[src/rtl/wishbone_gpio_port_pkg.sv]
// Shared constants for the Wishbone GPIO port: register map, bus width and
// input synchroniser depth.
package wishbone_gpio_port_pkg;

  localparam int unsigned DATA_WIDTH  = 16;
  localparam int unsigned SYNC_STAGES = 2;

  localparam logic [2:0] ADDR_IN      = 3'd0;
  localparam logic [2:0] ADDR_OUT     = 3'd1;
  localparam logic [2:0] ADDR_DIR     = 3'd2;
  localparam logic [2:0] ADDR_EDGE    = 3'd3;
  localparam logic [2:0] ADDR_RISE_EN = 3'd4;
  localparam logic [2:0] ADDR_FALL_EN = 3'd5;
  localparam logic [2:0] ADDR_IRQ_EN  = 3'd6;

endpackage

[src/rtl/gpio_edge_capture.sv]
// Pin synchroniser plus rising/falling edge capture into a write-1-to-clear
// EDGE register; edges are suppressed until the pipeline has primed after reset.
module gpio_edge_capture
  import wishbone_gpio_port_pkg::*;
#(
  parameter int unsigned Width = 8
) (
  input  logic             clk_i,
  input  logic             rst_ni,
  input  logic [Width-1:0] gpio_in_i,
  input  logic [Width-1:0] rise_en_i,
  input  logic [Width-1:0] fall_en_i,
  input  logic [Width-1:0] clear_mask_i,
  output logic [Width-1:0] in_o,
  output logic [Width-1:0] edge_o
);

  logic [SYNC_STAGES-1:0][Width-1:0] sync_q, sync_d;
  logic [Width-1:0] prev_q, prev_d;
  logic [Width-1:0] edge_q, edge_d;
  logic [1:0]       prime_q, prime_d;
  logic [Width-1:0] rise, fall;
  logic             primed;

  always_comb begin
    sync_d    = '0;
    sync_d[0] = gpio_in_i;
    for (int i = 1; i < SYNC_STAGES; i++) begin
      sync_d[i] = sync_q[i-1];
    end
    prev_d = sync_q[SYNC_STAGES-1];

    // Reset zeros in the pipeline must not look like rising edges.
    primed  = (prime_q == 2'd3);
    prime_d = primed ? prime_q : prime_q + 2'd1;

    rise = primed ? (sync_q[SYNC_STAGES-1] & ~prev_q & rise_en_i) : '0;
    fall = primed ? (~sync_q[SYNC_STAGES-1] & prev_q & fall_en_i) : '0;

    // A new edge beats a simultaneous clear on the same bit.
    edge_d = (edge_q & ~clear_mask_i) | rise | fall;
  end

  always_ff @(posedge clk_i or negedge rst_ni) begin
    if (!rst_ni) begin
      sync_q  <= '0;
      prev_q  <= '0;
      edge_q  <= '0;
      prime_q <= 2'd0;
    end else begin
      sync_q  <= sync_d;
      prev_q  <= prev_d;
      edge_q  <= edge_d;
      prime_q <= prime_d;
    end
  end

  assign in_o   = sync_q[SYNC_STAGES-1];
  assign edge_o = edge_q;

endmodule

[src/rtl/wishbone_gpio_port.sv]
// Wishbone slave GPIO port: input sampling, output latch, direction control and
// edge-capture interrupt, with one registered wait state per access.
module wishbone_gpio_port
  import wishbone_gpio_port_pkg::*;
#(
  parameter int unsigned     WIDTH         = 8,
  parameter int unsigned     ADDRESS_WIDTH = 3,
  parameter logic [WIDTH-1:0] OUT_RESET    = '0
) (
  input  logic                     clk,
  input  logic                     rst,
  input  logic [ADDRESS_WIDTH-1:0] wbAdrI,
  input  logic [DATA_WIDTH-1:0]    wbDatI,
  output logic [DATA_WIDTH-1:0]    wbDatO,
  input  logic                     wbStbI,
  input  logic                     wbCycI,
  input  logic                     wbWeI,
  output logic                     wbAckO,
  input  logic [WIDTH-1:0]         gpioIn,
  output logic [WIDTH-1:0]         gpioOut,
  output logic [WIDTH-1:0]         gpioOe,
  output logic                     irq
);

  logic                  req, access, wr;
  logic [2:0]            adr;
  logic [WIDTH-1:0]      wdata, in_val, edge_val, clear_mask;
  logic [DATA_WIDTH-1:0] rdata;

  logic                  ack_q, ack_d;
  logic [DATA_WIDTH-1:0] dat_q, dat_d;
  logic [WIDTH-1:0]      out_q, out_d;
  logic [WIDTH-1:0]      dir_q, dir_d;
  logic [WIDTH-1:0]      rise_en_q, rise_en_d;
  logic [WIDTH-1:0]      fall_en_q, fall_en_d;
  logic [WIDTH-1:0]      irq_en_q, irq_en_d;

  // Upper address bits and data bits above WIDTH are intentionally ignored.
  logic unused_bus;
  assign unused_bus = ^{wbAdrI, wbDatI};

  assign adr   = wbAdrI[2:0];
  assign wdata = wbDatI[WIDTH-1:0];

  always_comb begin
    req    = wbStbI & wbCycI;
    access = req & ~ack_q;
    wr     = access & wbWeI;
    ack_d  = access;

    rdata = '0;
    case (adr)
      ADDR_IN:      rdata[WIDTH-1:0] = in_val;
      ADDR_OUT:     rdata[WIDTH-1:0] = out_q;
      ADDR_DIR:     rdata[WIDTH-1:0] = dir_q;
      ADDR_EDGE:    rdata[WIDTH-1:0] = edge_val;
      ADDR_RISE_EN: rdata[WIDTH-1:0] = rise_en_q;
      ADDR_FALL_EN: rdata[WIDTH-1:0] = fall_en_q;
      ADDR_IRQ_EN:  rdata[WIDTH-1:0] = irq_en_q;
      default:      rdata = '0;
    endcase
    dat_d = access ? rdata : dat_q;

    out_d      = (wr && adr == ADDR_OUT)     ? wdata : out_q;
    dir_d      = (wr && adr == ADDR_DIR)     ? wdata : dir_q;
    rise_en_d  = (wr && adr == ADDR_RISE_EN) ? wdata : rise_en_q;
    fall_en_d  = (wr && adr == ADDR_FALL_EN) ? wdata : fall_en_q;
    irq_en_d   = (wr && adr == ADDR_IRQ_EN)  ? wdata : irq_en_q;
    clear_mask = (wr && adr == ADDR_EDGE)    ? wdata : '0;
  end

  always_ff @(posedge clk or negedge rst) begin
    if (!rst) begin
      ack_q     <= 1'b0;
      dat_q     <= '0;
      out_q     <= OUT_RESET;
      dir_q     <= '0;
      rise_en_q <= '0;
      fall_en_q <= '0;
      irq_en_q  <= '0;
    end else begin
      ack_q     <= ack_d;
      dat_q     <= dat_d;
      out_q     <= out_d;
      dir_q     <= dir_d;
      rise_en_q <= rise_en_d;
      fall_en_q <= fall_en_d;
      irq_en_q  <= irq_en_d;
    end
  end

  gpio_edge_capture #(
    .Width (WIDTH)
  ) u_edge_capture (
    .clk_i        (clk),
    .rst_ni       (rst),
    .gpio_in_i    (gpioIn),
    .rise_en_i    (rise_en_q),
    .fall_en_i    (fall_en_q),
    .clear_mask_i (clear_mask),
    .in_o         (in_val),
    .edge_o       (edge_val)
  );

  assign wbAckO  = ack_q;
  assign wbDatO  = dat_q;
  assign gpioOut = out_q;
  assign gpioOe  = dir_q;
  assign irq     = |(edge_val & irq_en_q);

endmodule

[config.mk]
export PLATFORM = sky130hd
export DESIGN_NAME = wishbone_gpio_port
export DESIGN_NICKNAME = d
export VERILOG_FILES = /design/src/rtl/wishbone_gpio_port_pkg.sv /design/src/rtl/gpio_edge_capture.sv /design/src/rtl/wishbone_gpio_port.sv
export SDC_FILE = /design/constraint.sdc
export NUM_CORES = 1
export LEC_CHECK = 0
export CAP_MARGIN = 20
export CORE_MARGIN = 4
export CORE_UTILIZATION = 50
export DETAILED_ROUTE_END_ITERATION = 16
export PLACE_DENSITY = 0.77
export SYNTH_ARGS = -nofsm -noshare
export SYNTH_HDL_FRONTEND = slang
export SYNTH_SLANG_ARGS = --single-unit
[constraint.sdc]
create_clock -name clk -period 1.9 [get_ports clk]
set_clock_uncertainty 0.1 [all_clocks]
set_input_delay 0.38 -clock clk [delete_from_list [all_inputs] [get_ports clk]]
set_output_delay 0.38 -clock clk [all_outputs]
set_load 0.02 [all_outputs]
==> summary.txt <==
Timing
  – Final setup vio count: 0
  – Final period util: 97.7%
  – Worst-Margin Slew: 0.649 ns
  – Final setup margin: about 0.044 ns
  – Max_slew headroom: 56.5%
  – Max Slew Vio Count: 0
  – Peak Freq: ~540 MHz
  – Fin. Hold Viols: 0
  – RSZ-0062 raised after global routing: no
  – Setup TNS: 0 ns
  – Tmin final: 1.86 ns

Global route
  – First-pass GRT wire length: approximately 13 mm
  – Largest net degree at the start of global routing: 37
  – Antenna violations before repair: 0
  – Vias in the first global route: 2555
  – Congestion Overflow GR: 0
  – GRT Util Overall: between 20% and 30%

Critical path
  – Worst endpoint required time: 1.42 ns
  – CP Class: reg2out
  – Critical R2R Launch: wbAckO$_DFF_PN0_
  – Worst Path Max Fanout: 3
  – Buffers & Inverters on Critical Path: 1
  – CP Capture Type: output port
  – CP peak stage delay: between 0.6 and 0.7 ns
  – CP Launch Type: flip-flop
  – Reg2reg setup slack: 0.10 ns
  – Crit path DAT: 1.38 ns
  – Reg2Reg Capture Point: gpioOut[7]$_DFFE_PN0P_
  – Top Family by Delay on Critical Path: buffers and inverters
  – Worst-path cell chain: clkdlybuf4s50_1
  – CP max-delay cell: clkdlybuf4s50_1
  – Reg2Reg Depth: 5

Worst hold path
  – Hold Crit Depth: 0
  – Min-delay src: u_edge_capture.sync_d[14]$_DFF_PN0_
  – Hold/Removal Path Class: reg2reg
  – Worst Hold End: u_edge_capture.in_o[6]$_DFF_PN0_

Cells and area
  – Register area: 0.00208 mm^2
  – Multi-input gate area: 0.00146 mm^2
  – Ant. Diodes: 0
  – Fill cell count: 523
  – Core Util, Final: around 67%
  – Fin cells: 450
  – Share of layout cells above drive strength 1: around 28%
  – Area Overhead vs Synth: 27.2%
  – Nets@finish: roughly 380

Routing
  – ANT nets after route: 0
  – Vias per std cell: roughly 5.6
  – DR iter-0 viols: roughly 190
  – DR vias: about 2500
  – Final wirelength: 8.08 mm
  – Drt wl/cell: about 18 um
  – DRC: 0
  – Pre-antenna DRT Iters: 5

CTS
  – H-tree depth: 3
  – Sink Count: 83
  – Longest Clk Path Bufs: 2
  – Clock root buffer master: clkbuf_8
  – Clk Latency, worst-skew pair: about 0.35 ns
  – TritonCTS clock tree: yes
  – Clk slew on worst S/H paths: 0.08 ns
  – Inserted Clock Buffers: 9

Placed design
  – Post-place setup slack: -0.311 ns
  – Placer Congestion: 0.892
  – Buffers on Ports: 49
  – Detailed Place HPWL: between 5 and 6 mm
  – Post-Place Cells: between 400 and 500

Floorplanning
  – Placeable Area: around 0.0069 mm^2
  – Num rows: 30
  – Ports: 66
  – Initial Utilization: 52.5%
  – Die X: 93.2 um
  – Die height: 93.2 um
  – Die ar.: 0.00868 mm^2

Logic synthesis
  – Post-synth EDFFs: 0
  – Synth warn: 0
  – Seq cells post-synth: 83
  – Cells after Synth: 271
  – Top_reg_cell synth: dfrtp_1
  – Async S/R FF share, synth: 100%
  – Sequential share of the synthesized area: 57.2%
  – Syn_area_per_cell: 13.4 um^2
  – Post-synthesis cell type count: 40
  – Post-Syn Area: 0.00363 mm^2

Power
  – Pwr Total: 0.00439 W
  – Leak Pwr: 2.14 nW
  – NetSw: 0.00122 W
  – Switch share: 27.8%
  – Worst vdd ir: 0.506 mV
  – Power Density: about 950 mW/mm^2
  – Clock share of power: 27.5%
  – Seq pwr share: 50.7%
  – Cell Int Power: 0.00317 W
  – Logic gate share of total power: 21.8%

Job
  – Max Cap Viol: 0

Run status
  – Status: finished, final reports clean
power groups by stage:
stage	combinational [W]	sequential [W]	clock (W)
detailed placement	0.000964	0.00225	0
finish	0.000956	0.00222	0.00121
floorplan	0.000433	0.00231	0
global route	0.00103	0.00226	0.00131
CTS	0.000969	0.00222	0.00124
global placement	0.000944	0.00224	0
metrics by stage:
step | cell area, um^2 | hold slack (ns)
finish | 4620 | 0.252
global route | 4620 | 0.264
CTS | 4600 | 0.255
detailed placement | 4400 | 0.194
global placement | 4400 | 0.189
floorplan | 3650 | -0.0156
Yosys cell counts (all sizes together), types with 2 or more instances:
cell type | count | area, um^2
dfrtp | 83 | 2080
mux2 | 46 | 548
nand2 | 20 | 75.1
a22o | 16 | 140
buf | 16 | 108
mux2i | 12 | 120
nand3b | 11 | 82.6
o21ai | 10 | 50.1
o211ai | 7 | 52.6
a32oi | 6 | 52.6
nand4b | 5 | 50.0
a22oi | 4 | 30.0
a21oi | 3 | 15.0
a31oi | 3 | 18.8
clkbuf | 3 | 11.3
inv | 3 | 11.3
nor2 | 3 | 13.8
a211o | 2 | 17.5
a21o | 2 | 15.0
nand2b | 2 | 20.0
nor3b | 2 | 26.3
nor4b | 2 | 17.5
routing by layer:
metal	global-route usage, %	routed length (um)
met2	30.7	3680
met4	7.94	146
met3	5.87	570
met5	0	0
met1	27.8	3690
placed cells by master (no fill, tap or decap), drive strengths merged, types with 2 or more instances in the layout:
master         count
nor4b              2
dlymetal6s2s       5
nand4b             5
a211o              2
a21o               2
conb               8
a31oi              3
nor3b              2
o211ai             7
buf               33
mux2              46
o21ai             10
nor2               3
nand2             20
clkbuf            11
mux2i             12
clkdlybuf4s50     42
a32oi              6
a21oi              3
inv                3
clkinv             2
a22o              16
nand3b            11
dfrtp             83
a22oi              4
nand2b             2
worst max-delay path by stage:
stage | startpoint | endpoint | depth (start not counted)
4_1_cts | gpioOut[1]$_DFFE_PN0P_ | gpioOut[1] | 1
2_1_floorplan | wbAckO$_DFF_PN0_ | gpioOut[0]$_DFFE_PN0P_ | 4
6_report | gpioOe[3]$_DFFE_PN0P_ | gpioOe[3] | 1
3_3_place_gp | wbStbI | gpioOut[7]$_DFFE_PN0P_ | 6
3_5_place_dp | wbStbI | gpioOut[7]$_DFFE_PN0P_ | 6
5_1_grt | gpioOut[5]$_DFFE_PN0P_ | gpioOut[5] | 1
cells by family after synthesis:
kind of cell	share of synthesized area, %
AO/OA/AOI/OAI	11.0
adder cells (fa/ha/maj)	0.345
flip-flops	57.2
AND/OR/NAND/NOR	9.03
XOR/XNOR	0.241
buffers and inverters	3.59
multiplexers	18.4
other	0.103
registers in the layout (all words and copies together), names as in the netlist, 2 cells and up:
register,flops
fall_en_q,8
gpioOe,8
gpioOut,8
irq_en_q,8
rise_en_q,8
u_edge_capture.edge_o,8
u_edge_capture.in_o,8
u_edge_capture.prev_q,8
u_edge_capture.sync_d,8
wbDatO,8
u_edge_capture.prime_q,2
area by class of cell:
cell class / count / area share, %
clock inverters: 3 / 0.867
repair buffers: 81 / 16.6
well taps: 96 / 2.60
multi-input cells: 173 / 31.6
clock buffers: 11 / 3.06
inverters: 3 / 0.244
flip-flops and latches: 83 / 45.0
repair_timing:
action	4_1_cts	5_1_grt
resized for setup	6	7
hold buffers	1	0
buffers inserted	0	0
setup endpoints to repair	1	9
endpoints found under the hold margin	21	0
cloned	0	0
pin swaps	0	0
Note: power is estimated with default switching activity, not from simulation.
